--- config.mk ---
export PLATFORM = sky130hd
export DESIGN_NAME = dummy_adc_flat
export DESIGN_NICKNAME = d
export VERILOG_FILES = /design/src/rtl/dummy_adc_pkg.sv /design/src/rtl/dummy_adc_if.sv /design/src/rtl/dummy_adc_delay_reg.sv /design/src/rtl/dummy_adc.sv /design/src/flat_wrapper.sv
export SDC_FILE = /design/constraint.sdc
export NUM_CORES = 1
export LEC_CHECK = 0
export ABC_AREA = 1
export BUFFER_PORTS_ARGS = -buffer_cell sky130_fd_sc_hd__buf_4
export CAP_MARGIN = 20
export CORE_UTILIZATION = 40
export CTS_BUF_LIST = sky130_fd_sc_hd__clkbuf_16
export CTS_CLUSTER_DIAMETER = 40
export DETAILED_ROUTE_END_ITERATION = 10
export PLACE_DENSITY = 0.66
export SKIP_CTS_REPAIR_TIMING = 1
export SYNTH_ARGS = -nofsm -noshare
export SYNTH_HDL_FRONTEND = slang
export SYNTH_HIERARCHICAL = 1
export SYNTH_SLANG_ARGS = --single-unit
--- constraint.sdc ---
create_clock -name clk -period 3.85 [get_ports clk]
set_clock_uncertainty 0.1 [all_clocks]
set_input_delay 0.385 -clock clk [delete_from_list [all_inputs] [get_ports clk]]
set_output_delay 0.385 -clock clk [all_outputs]
set_load 0.05 [all_outputs]
--- src/rtl/dummy_adc_pkg.sv ---
// dummy_adc_pkg: slot pin indices, frame sizes and FSM states shared by the capture path
package dummy_adc_pkg;
   localparam int SLOT_DATA = 0;
   localparam int SLOT_LRCK = 1;
   localparam int SLOT_BCK = 2;
   localparam int FRAME_MONO = 16;
   localparam int FRAME_STEREO = 32;
   typedef enum logic [1:0] {IDLE, SHIFT, CHECK, WRITE} state_t;
endpackage

--- src/rtl/dummy_adc_if.sv ---
// dummy_adc_if: byte-wide FIFO write port with the pointers needed to judge free space
interface dummy_adc_if #(parameter int W = 11);
   logic fifo_clk;
   logic fifo_write;
   logic [7:0] fifo_data;
   logic [W-1:0] fifo_addr_in;
   logic [W-1:0] fifo_addr_out;
   modport master(output fifo_clk, fifo_data, fifo_write, input fifo_addr_in, fifo_addr_out);
   modport slave(input fifo_clk, fifo_data, fifo_write, output fifo_addr_in, fifo_addr_out);
endinterface

--- src/rtl/dummy_adc_delay_reg.sv ---
// delay_reg: NUM_CYCLES-deep flop chain, used as the multi-stage synchronizer on slot pins
module delay_reg #(
   parameter int NUM_BITS = 1,
   parameter int NUM_CYCLES = 2
) (
   input  logic                clk,
   input  logic                reset,
   input  logic [NUM_BITS-1:0] d,
   output logic [NUM_BITS-1:0] q
);
   logic [NUM_BITS-1:0] stage [NUM_CYCLES];
   always_ff @(posedge clk) begin
      if (reset) begin
         for (int i = 0; i < NUM_CYCLES; i++) stage[i] <= '0;
      end else begin
         stage[0] <= d;
         for (int i = 1; i < NUM_CYCLES; i++) stage[i] <= stage[i-1];
      end
   end
   assign q = stage[NUM_CYCLES-1];
endmodule

--- src/rtl/dummy_adc.sv ---
// dummy_adc: deserialize the slot audio stream into 16/32-bit frames and burst them
// into the slot FIFO LSB byte first, dropping frames that do not fit
module dummy_adc
   import dummy_adc_pkg::*;
#(
   parameter int FIFO_ADDR_WIDTH = 11,
   parameter int SYNC_STAGES = 2
) (
   input  logic        clk,
   input  logic        reset,
   input  logic [5:0]  slot_data,
   input  logic        direction,
   input  logic        channels,
   dummy_adc_if.master fifo,
   output logic [7:0]  overflow_count,
   output logic [7:0]  sync_error_count
);
   state_t state, next;
   logic [2:0] sync;
   logic bck_d, lrck_prev, stereo;
   logic [5:0] bit_cnt;
   logic [1:0] byte_idx;
   logic [31:0] shreg;
   logic [7:0] data_q;
   logic [FIFO_ADDR_WIDTH-1:0] used, free;
   logic bck_rise, frame_start, room, last_bit, last_byte, unused_pins;

   assign unused_pins = ^slot_data[5:3];
   delay_reg #(.NUM_BITS(3), .NUM_CYCLES(SYNC_STAGES)) sync_i (
      .clk(clk), .reset(reset), .d(slot_data[2:0]), .q(sync)
   );

   assign bck_rise = sync[SLOT_BCK] & ~bck_d;
   assign frame_start = bck_rise & sync[SLOT_LRCK] & ~lrck_prev;
   assign used = fifo.fifo_addr_in - fifo.fifo_addr_out;
   // 2^W-1-used is simply the bitwise complement in W bits
   assign free = ~used;
   assign room = free >= FIFO_ADDR_WIDTH'(stereo ? FRAME_STEREO / 8 : FRAME_MONO / 8);
   assign last_bit = bit_cnt == 6'((stereo ? FRAME_STEREO : FRAME_MONO) - 1);
   assign last_byte = byte_idx == 2'((stereo ? FRAME_STEREO : FRAME_MONO) / 8 - 1);

   assign fifo.fifo_clk = clk;
   assign fifo.fifo_write = state == WRITE;
   assign fifo.fifo_data = state == WRITE ? shreg[7:0] : data_q;

   always_comb begin
      next = state;
      case (state)
         IDLE:    next = direction && frame_start ? SHIFT : IDLE;
         SHIFT:   next = !direction ? IDLE : (bck_rise && !frame_start && last_bit) ? CHECK : SHIFT;
         CHECK:   next = direction && room ? WRITE : IDLE;
         WRITE:   next = last_byte ? IDLE : WRITE;
         default: next = IDLE;
      endcase
   end

   always_ff @(posedge clk) begin
      if (reset) begin
         state <= IDLE;
         bck_d <= 1'b0;
         lrck_prev <= 1'b0;
         stereo <= 1'b0;
         bit_cnt <= '0;
         byte_idx <= '0;
         shreg <= '0;
         data_q <= '0;
         overflow_count <= '0;
         sync_error_count <= '0;
      end else begin
         state <= next;
         bck_d <= sync[SLOT_BCK];
         if (bck_rise) lrck_prev <= sync[SLOT_LRCK];
         if (frame_start && direction && (state == IDLE || state == SHIFT)) begin
            shreg <= {31'b0, sync[SLOT_DATA]};
            bit_cnt <= 6'd1;
            stereo <= channels;
         end else if (state == SHIFT && bck_rise) begin
            shreg[bit_cnt[4:0]] <= sync[SLOT_DATA];
            bit_cnt <= bit_cnt + 6'd1;
         end
         // the burst drains the shift register a byte per cycle, LSB byte first
         if (state == WRITE) begin
            shreg <= {8'h00, shreg[31:8]};
            data_q <= shreg[7:0];
         end
         byte_idx <= state == WRITE ? byte_idx + 2'd1 : 2'd0;
         if (state == SHIFT && direction && frame_start && sync_error_count != 8'hFF)
            sync_error_count <= sync_error_count + 8'd1;
         if (state == CHECK && direction && !room && overflow_count != 8'hFF)
            overflow_count <= overflow_count + 8'd1;
      end
   end
endmodule
--- src/flat_wrapper.sv ---
// flat-port wrapper written by rule: the top's interface ports become plain ports
module dummy_adc_flat import dummy_adc_pkg::*;
#(
   parameter int FIFO_ADDR_WIDTH = 11,
   parameter int SYNC_STAGES = 2
)
  (clk, reset, slot_data, direction, channels, overflow_count, sync_error_count, fifo_fifo_clk, fifo_fifo_data, fifo_fifo_write, fifo_fifo_addr_in, fifo_fifo_addr_out);
  dummy_adc_if fifo_i ();
  input  logic clk;
  input  logic reset;
  input  logic [5:0] slot_data;
  input  logic direction;
  input  logic channels;
  output logic [7:0] overflow_count;
  output logic [7:0] sync_error_count;
  output wire logic [$bits(fifo_i.fifo_clk)-1:0] fifo_fifo_clk;
  output wire logic [$bits(fifo_i.fifo_data)-1:0] fifo_fifo_data;
  output wire logic [$bits(fifo_i.fifo_write)-1:0] fifo_fifo_write;
  input wire logic [$bits(fifo_i.fifo_addr_in)-1:0] fifo_fifo_addr_in;
  input wire logic [$bits(fifo_i.fifo_addr_out)-1:0] fifo_fifo_addr_out;
  assign fifo_fifo_clk = fifo_i.fifo_clk;
  assign fifo_fifo_data = fifo_i.fifo_data;
  assign fifo_fifo_write = fifo_i.fifo_write;
  assign fifo_i.fifo_addr_in = fifo_fifo_addr_in;
  assign fifo_i.fifo_addr_out = fifo_fifo_addr_out;
  dummy_adc #(.FIFO_ADDR_WIDTH(FIFO_ADDR_WIDTH), .SYNC_STAGES(SYNC_STAGES)) u_core (.clk(clk), .reset(reset), .slot_data(slot_data), .direction(direction), .channels(channels), .fifo(fifo_i), .overflow_count(overflow_count), .sync_error_count(sync_error_count));
endmodule
==> results of run 1 <==
[kinds of logic after synthesis]
kind of cell / after synthesis / share of synthesized area, %
adders and majority gates: 19 / 5.47
buffers and inverters: 130 / 12.1
xor gates and xnor gates: 6 / 1.17
AOI/OAI and AO/OA: 98 / 12.1
DFF: 75 / 33.5
and+or+nand+nor: 351 / 35.6
[routing by layer]
layer	routed length [µm]	share of wire, %	track usage (%)
met1	4720	45	22.9
met2	4990	48	33.5
met3	552	5.3	6.17
met4	137	1.3	6.65
met5	0	0	0
[registers in the layout, indices dropped and copies added (netlist names)]
| register | flops |
|---|---|
| u_core/bck_d | 1 |
| u_core/bit_cnt | 6 |
| u_core/byte_idx | 2 |
| u_core/data_q | 8 |
| u_core/lrck_prev | 1 |
| u_core/overflow_count | 8 |
| u_core/shreg | 32 |
| u_core/state | 2 |
| u_core/stereo | 1 |
| u_core/sync_error_count | 8 |
| u_core/sync_i/stage | 6 |
[area by class of cell]
class                      instances  area, µm²  area share, %
timing repair buffer              56        420           7.87
sequential                        75       1500           28.1
inverter                         107        402           7.52
clock buffer                      13        308           5.76
tap                              140        175           3.28
multi-input combinational        474       2440           45.7
clock inverter                     7       93.8           1.76
[stage by stage]
step	hold slack (ns)	power, mW	setup slack, ns	util, %
after floorplan	0.288	0.981	1.19	-
after global placement	0.294	1.02	0.943	45.4
after detailed placement	0.296	1.03	0.830	45.4
after CTS	0.0379	2.08	1.02	49.1
after global routing	0.0408	2.14	0.926	49.1
final	0.0406	2.06	1.02	49.1
[final timing paths]
path | start | to | depth (start not counted)
max reg2reg | u_core/state[0] | u_core/shreg[7] | 11
min reg2reg | u_core/sync_i/stage[0][2] | u_core/sync_i/stage[0][5] | 2
max | clk | fifo_fifo_clk | 3
min | slot_data[2] | u_core/sync_i/stage[0][2] | 3
[synthesized netlist by cell type, types with 2 or more instances]
cell type | n | area share [%]
nand2_1 | 182 | 15
inv_1 | 98 | 8.2
dfxtp_1 | 75 | 33
nor2_1 | 70 | 5.9
o21ai_0 | 32 | 3.6
nand3_1 | 27 | 3.0
a31oi_1 | 26 | 3.6
a21oi_1 | 23 | 2.6
ha_1 | 18 | 5.0
nand4_1 | 15 | 2.1
nor3_1 | 12 | 1.3
o21ai_1 | 10 | 1.1
inv_2 | 9 | 0.75
clkbuf_1 | 8 | 0.67
or2_2 | 8 | 1.1
buf_4 | 7 | 1.2
nand2_2 | 7 | 0.98
nor2_2 | 7 | 0.98
nand3_2 | 4 | 0.89
nor2_4 | 4 | 1.0
xnor2_1 | 4 | 0.78
a21oi_2 | 3 | 0.59
buf_2 | 3 | 0.33
nand3b_1 | 3 | 0.50
nand4_2 | 3 | 0.84
buf_1 | 2 | 0.17
buf_6 | 2 | 0.50
nor4_1 | 2 | 0.28
o31ai_1 | 2 | 0.33
or2_0 | 2 | 0.28
xor2_1 | 2 | 0.39
[cells in the final DEF (no fill, tap or decap), types with 2 or more instances in the layout]
| master | instances |
|---|---|
| or2_0 | 2 |
| clkinv_4 | 2 |
| nand4_1 | 15 |
| dfxtp_1 | 75 |
| o21ai_1 | 10 |
| or2_2 | 8 |
| nor3_1 | 12 |
| inv_2 | 9 |
| o21ai_0 | 32 |
| buf_4 | 57 |
| a21oi_1 | 23 |
| xnor2_1 | 4 |
| nand3_2 | 4 |
| nand3b_1 | 3 |
| nand2_2 | 7 |
| nand2_1 | 182 |
| nor4_1 | 2 |
| nand4_2 | 3 |
| inv_1 | 99 |
| nor2_2 | 7 |
| ha_1 | 18 |
| clkbuf_16 | 12 |
| nor2_4 | 4 |
| a31oi_1 | 26 |
| nor2_1 | 70 |
| xor2_1 | 2 |
| a21oi_2 | 3 |
| o31ai_1 | 2 |
| bufinv_16 | 2 |
| nand3_1 | 27 |
[critical path: cells and delay by family]
family / cells / cell delay [ns]
buffers and inverters: 3 / 0.42
[power groups by stage]
stage | logic [mW] | registers (mW) | clock network (mW)
after floorplan | 0.126 | 0.800 | 0.0560
after global placement | 0.166 | 0.802 | 0.0560
after detailed placement | 0.172 | 0.802 | 0.0560
after CTS | 0.173 | 0.785 | 1.12
after global routing | 0.196 | 0.785 | 1.16
final | 0.171 | 0.785 | 1.10
==> impl_metrics.tcl, run 1 <==
set metrics [dict create \
    drcViolationCount 0 \
    worst-setup-path-type "clk -> out" \
    viasPerCell 5.05 \
    startpoint_type "clock port" \
    dpl.hpwl_mm 7.43 \
    num_rows 38 \
    crit_required_ns 3.37 \
    fin_setup_tns_ns 0 \
    antenna_found_initial 0 \
    p_int_mw 1.56 \
    maxSlewViolCount 0 \
    ant_nets 0 \
    cp.arrival_ns 2.35 \
    max_slew_margin_pct 32.2 \
    stdcell_area_um2 5340 \
    async_flop_share_pct 0 \
    drtIter0Drc 297 \
    synthCells 679 \
    grt_overflow 0 \
    postPlaceCellArea_um2 4950 \
    synth.distinct_cells 40 \
    grt_setup_unrepaired "false" \
    core_area_um2 10900 \
    cp_common_cell "clkbuf_16" \
    tightest_slew_ns 1.02 \
    critPathSlowestCell "buf_4" \
    fill_cells 1096 \
    crit_fanout 2 \
    ir_drop_v 0.000329 \
    nets 778 \
    io_pins 58 \
    synth-edff-count 0 \
    p_clk_share_pct 53.5 \
    end_kind "output port" \
    crit_chain "clkbuf_16 -> clkbuf_16 -> buf_4" \
    synth_seq_cells 75 \
    grt_max_degree 33 \
    drive_gt1_share_pct 16.8 \
    syn_area_per_cell_um2 6.61 \
    power_density_nw_per_um2 385 \
    hp-class "in -> reg" \
    cts_tree "done" \
    stdcell_count 872 \
    path_clk_slew_ns 0.06 \
    synth_area_um2 4490 \
    drv_cap 0 \
    outcome "finished clean" \
    p_leak_nw 2.55 \
    place_inst 853 \
    start_util_pct 41.2 \
    critPathMaxStageDelay_ns 0.18 \
    p_switching_uw 496 \
    swShare_pct 24.1 \
    routabilityCongestion 0.879 \
    power_frac_seq_pct 38.1 \
    grt_pass1_vias 4204 \
    die_x_um 108 \
    syn-num-nets 730 \
    n_antenna_cell 0 \
    p_comb_share_pct 8.3 \
    wl_mm 10.4 \
    track_usage_pct 19.6 \
    die_area_um2 11600 \
    portBuffers 54 \
    final_hold_viol_count 0 \
    area_growth_pct 19.1 \
    rrSetupSlack_ns 1.63 \
    seq_area_frac_synth_pct 33.5 \
    ys_warn_count 6 \
    dr.pass1.iters 7 \
    grt_first_pass_wirelength_mm 18.0 \
    num_vias 4406 \
    die_h_um 108 \
    wl_per_cell_um 11.9 \
    synth_ff_type "dfxtp_1" \
    setup_viol_count_final 0 \
    worstSkewPairLatency_ns 0.45 \
]
Note: power is estimated with default switching activity, not from simulation.
==> run 2: changes to the inputs <==
- clock period: 3.85 -> 2.8 ns (I/O delays scaled with it)
==> run 2 against run 1 <==
Compared with the run above:
- combinational power up 41%
- total power is 46% higher
- critical path depth up 4
- sequential power is 38% higher
- non-clock buffer count is 8 higher
- highest routed layer unchanged
- sequential share of layout area down 0.55 points
- largest power group unchanged
- via count rose by 1.3%
==> impl_metrics.tcl, run 2 (synthesized netlist as in run 1, its figures left out) <==
set metrics [dict create \
    die_h_um 108 \
    swShare_pct 22.6 \
    hp-class "in -> reg" \
    area_growth_pct 21.5 \
    start_util_pct 41.2 \
    grt_setup_unrepaired "false" \
    drive_gt1_share_pct 17.3 \
    p_switching_uw 680 \
    period_needed_ns 2.57 \
    portBuffers 54 \
    final_util_pct 50.0 \
    startpoint_type "register" \
    dpl.hpwl_mm 7.50 \
    io_pins 58 \
    max_slew_margin_pct 41.4 \
    worstSkewPairLatency_ns 0.45 \
    final_hold_viol_count 0 \
    maxSlewViolCount 0 \
    grt_max_degree 28 \
    core_area_um2 10900 \
    p_clk_share_pct 56.1 \
    antenna_found_initial 0 \
    grt_pass1_vias 4308 \
    power_density_nw_per_um2 551 \
    cp.arrival_ns 2.19 \
    worst-setup-path-type "reg -> out" \
    largest_register_ffs 32 \
    power.total_mw 3.00 \
    p_comb_share_pct 8.0 \
    drcViolationCount 0 \
    routabilityCongestion 0.848 \
    grt_overflow 0 \
    end_kind "output port" \
    drtIter0Drc 313 \
    final_cell_mix "nand2_1, inv_1, dfxtp_1" \
    p_int_mw 2.32 \
    die_area_um2 11600 \
    tightest_slew_ns 0.879 \
    regMostFlops "u_core/shreg" \
    grt_first_pass_wirelength_mm 18.6 \
    power_frac_seq_pct 35.9 \
    layout_commonest_cell "nand2_1" \
    wl_mm 10.7 \
    nets 786 \
    num_vias 4462 \
    die_x_um 108 \
    num_rows 38 \
    track_usage_pct 20.3 \
    ir_drop_v 0.000467 \
    crit_required_ns 2.42 \
    drv_cap 0 \
    p_leak_nw 2.60 \
    outcome "finished clean" \
    dr.pass1.iters 5 \
    setup_viol_count_final 0 \
    finalCritPeriodShare_pct 91.9 \
    crit_fanout 13 \
    cts_tree "done" \
    fin_setup_tns_ns 0 \
    max_freq_mhz 388 \
    wl_per_cell_um 12.2 \
    ant_nets 0 \
    n_antenna_cell 0 \
    viasPerCell 5.08 \
    path_clk_slew_ns 0.06 \
]
-- run 2: path summary, 6_finish.rpt --
kind                              from                   endpoint  slack (ns)  cells past startpoint
min reg2reg  u_core/sync_i/stage[0][0]  u_core/sync_i/stage[0][3]        0.30                      2
min                           channels              u_core/stereo        0.03                      3
max                    u_core/state[1]          fifo_fifo_data[3]        0.23                      7
max reg2reg              u_core/stereo   u_core/overflow_count[2]        0.63                     13
-- run 2: critical path: stages (launching register included) --
cell	delay [ns]
dfxtp_1	0.34
nand2_1	0.39
clkinvlp_4	0.15
buf_4	0.18
or2_2	0.27
o21ai_0	0.13
inv_1	0.08
buf_4	0.20
-- run 2: final cells by class --
cell class / count / area (µm²)
multi-input cells: 474 / 2440
repair buffers: 64 / 488
flip-flops and latches: 75 / 1500
well taps: 140 / 175
clock buffers: 13 / 308
inverters: 107 / 405
fillers: 1068 / 5440
clock inverters: 6 / 129
-- run 2: through the flow --
stage	setup WS (ns)	cells	hold WS, ns	instance area, µm²
3_3_place_gp	0.0109	855	0.294	4960
2_1_floorplan	0.243	679	0.251	4490
6_report	0.225	879	0.0325	5450
5_1_grt	0.0961	879	0.0331	5450
4_1_cts	0.0918	873	-0.0805	5390
3_5_place_dp	-0.0769	855	0.299	4960
-- run 2: layer usage --
layer	part of all wire (%)	wire, µm	track usage [%]	vias up
li1	-	-	-	2275
met1	46	4930	23.8	2049
met2	48	5130	34.2	126
met3	4.9	523	6.54	12
met4	1.2	130	7.53	0
met5	0	0	0	-
-- run 2: power by group through the flow --
stage | sequential (mW) | clock, mW | combinational (mW)
2_1_floorplan | 1.10 | 0.0770 | 0.173
3_3_place_gp | 1.10 | 0.0770 | 0.229
3_5_place_dp | 1.10 | 0.0770 | 0.237
4_1_cts | 1.08 | 1.71 | 0.239
5_1_grt | 1.08 | 1.75 | 0.277
6_report | 1.08 | 1.68 | 0.241
==> run 3: changes to the inputs <==
- ABC_AREA: 1 -> 0
==> run 3 against run 2 <==
Compared with the run above:
- critical path depth grew 7
- hold slack improved by 0.052 ns
- count of clock-buffer cells in the layout unchanged
- global-route usage down 1.6 points
- utilization increased by 2.3 points
- area after synthesis fell by 9.7%
- synthesized cell count decreased by 24%
- sequential power is essentially flat
- die area decreased by 9.6%
- critical path type is now in -> reg
- design area down 6.0%
- non-clock buffer count up 13
==> impl_metrics.tcl, run 3 <==
set metrics [dict create \
    outcome "finished clean" \
    top_layer "met4" \
    yosys.area.top_type "dfxtp_1" \
    synth_seq_cells 75 \
    multiInputGateArea_um2 2400 \
    ir_drop_v 0.000356 \
    startpoint_type "primary input" \
    yosysTopAreaCellShare_pct 37.1 \
    p_switching_uw 710 \
    stdcell_count 719 \
    largest_register_ffs 32 \
    met3_length_um 449 \
    maxSlewViolCount 0 \
    yosysMostFrequentCell "dfxtp_1" \
    stdcell_area_um2 5120 \
    async_flop_share_pct 0 \
    n_antenna_cell 0 \
    max_slew_margin_pct 64.8 \
    worst-setup-path-type "in -> reg" \
    synth.distinct_cells 55 \
    syn_area_per_cell_um2 7.83 \
    start_util_pct 41.4 \
    routabilityCongestion 0.818 \
    power_frac_seq_pct 39.6 \
    grt_overflow 0 \
    synth_ff_type "dfxtp_1" \
    end_kind "register" \
    tightest_slew_ns 0.525 \
    fill_cells 933 \
    track_usage_pct 18.7 \
    max_freq_mhz 369 \
    place_inst 694 \
    cp.arrival_ns 2.99 \
    period_needed_ns 2.71 \
    synthCells 517 \
    nets 632 \
    num_rows 36 \
    seq_area_frac_synth_pct 37.1 \
    drv_cap 0 \
    io_pins 58 \
    cts_tree "done" \
    synth_area_um2 4050 \
    p_int_mw 2.01 \
    postPlaceCellArea_um2 4660 \
    place_ws_ns -0.417 \
    grt_first_pass_wirelength_mm 15.6 \
    grt_max_degree 41 \
    final_hold_viol_count 0 \
    dr.pass1.iters 5 \
    crit_fanout 6 \
    ys_warn_count 6 \
    die_h_um 103 \
    wl_per_cell_um 13.1 \
    setup_ws_ns 0.0919 \
    setup_viol_count_final 0 \
    crit_required_ns 3.08 \
    wl_mm 9.40 \
    p_comb_share_pct 8.6 \
    swShare_pct 26.1 \
    hp-class "in -> reg" \
    power.total_mw 2.72 \
    drive_gt1_share_pct 19.3 \
    worstSkewPairLatency_ns 0.45 \
    power_density_nw_per_um2 532 \
    viasPerCell 5.29 \
    layout_commonest_cell "dfxtp_1" \
    num_vias 3800 \
    portBuffers 54 \
    met2_length_mm 4.31 \
    final_cell_mix "dfxtp_1, buf_4, nor2_1" \
    synth-edff-count 0 \
    fin_setup_tns_ns 0 \
    core_area_um2 9770 \
    p_clk_share_pct 51.8 \
    drcViolationCount 0 \
    finalCritPeriodShare_pct 96.7 \
    die_area_um2 10500 \
    area_growth_pct 26.4 \
    synth_area_leaders "dfxtp_1, o21ai_0, nor2_1" \
    die_x_um 103 \
    dpl.hpwl_mm 6.54 \
    path_clk_slew_ns 0.06 \
    antenna_found_initial 0 \
    seq_area_um2 1500 \
    regMostFlops "u_core/shreg" \
    p_leak_nw 2.05 \
    wl_met1_mm 4.55 \
    ant_nets 0 \
    grt_pass1_vias 3398 \
    syn-num-nets 568 \
    ys_top_cells_by_count "dfxtp_1, nor2_1, nand2_1" \
    drtIter0Drc 300 \
]
## run 3: layout make-up
class                           count  share of cell area, %
Multi-Input combinational cell    393                   46.8
Sequential cell                    75                   29.3
Timing Repair Buffer               77                   11.6
Clock buffer                       13                   6.01
Tap cell                          133                   3.25
Inverter                           21                   1.69
Clock inverter                      7                   1.32
## run 3: worst max-delay path, cell delays in order
cell and delay (ns):
buf_4 0.12, ha_4 0.15, fa_1 0.49, inv_1 0.05
ha_1 0.26, inv_1 0.06, o21ai_2 0.05, a221o_1 0.31
nor4b_2 0.30, nand2_1 0.10, buf_6 0.15, buf_4 0.13
or4_4 0.41, a21oi_2 0.13
## run 3: cells by family (layout without fill, tap and decap cells)
family          count (synthesis)  after routing  share of synthesized area [%]
compound gates                130            130                           19.3
xor+xnor                       16             16                           3.46
fa+ha+maj                      20             20                           6.30
buf+inv                        49            118                           4.94
flops                          75             75                           37.1
mux                            14             14                           3.49
simple gates                  213            213                           25.5
## run 3: final timing paths
check	from	end	slack, ns	cells past startpoint
max	fifo_fifo_addr_out[0]	u_core/overflow_count[6]	0.09	14
min	direction	u_core/state[1]	0.08	3
max reg2reg	u_core/stereo	u_core/overflow_count[6]	0.19	11
min reg2reg	u_core/sync_i/stage[0][1]	u_core/sync_i/stage[0][4]	0.34	1
## run 3: power groups by stage
stage | combinational (mW) | clock, mW | sequential [mW]
finish | 0.234 | 1.41 | 1.08
detailed placement | 0.224 | 0.0770 | 1.10
global route | 0.260 | 1.51 | 1.08
global placement | 0.219 | 0.0770 | 1.10
CTS | 0.225 | 1.45 | 1.08
floorplan | 0.148 | 0.0770 | 1.10
## run 3: per-stage QoR
step	hold WS [ns]	util, %
6_report	0.0846	52.4
5_1_grt	0.117	52.4
4_1_cts	-0.0590	51.5
3_5_place_dp	0.327	47.7
3_3_place_gp	0.322	47.7
2_1_floorplan	0.252	-
## run 3: per-layer routing
| layer | up-vias | GRT usage, % |
|---|---|---|
| met5 | - | 0 |
| met4 | 0 | 6.59 |
| met3 | 9 | 4.27 |
| met2 | 101 | 28.7 |
| met1 | 1743 | 25.5 |
| li1 | 1947 | - |
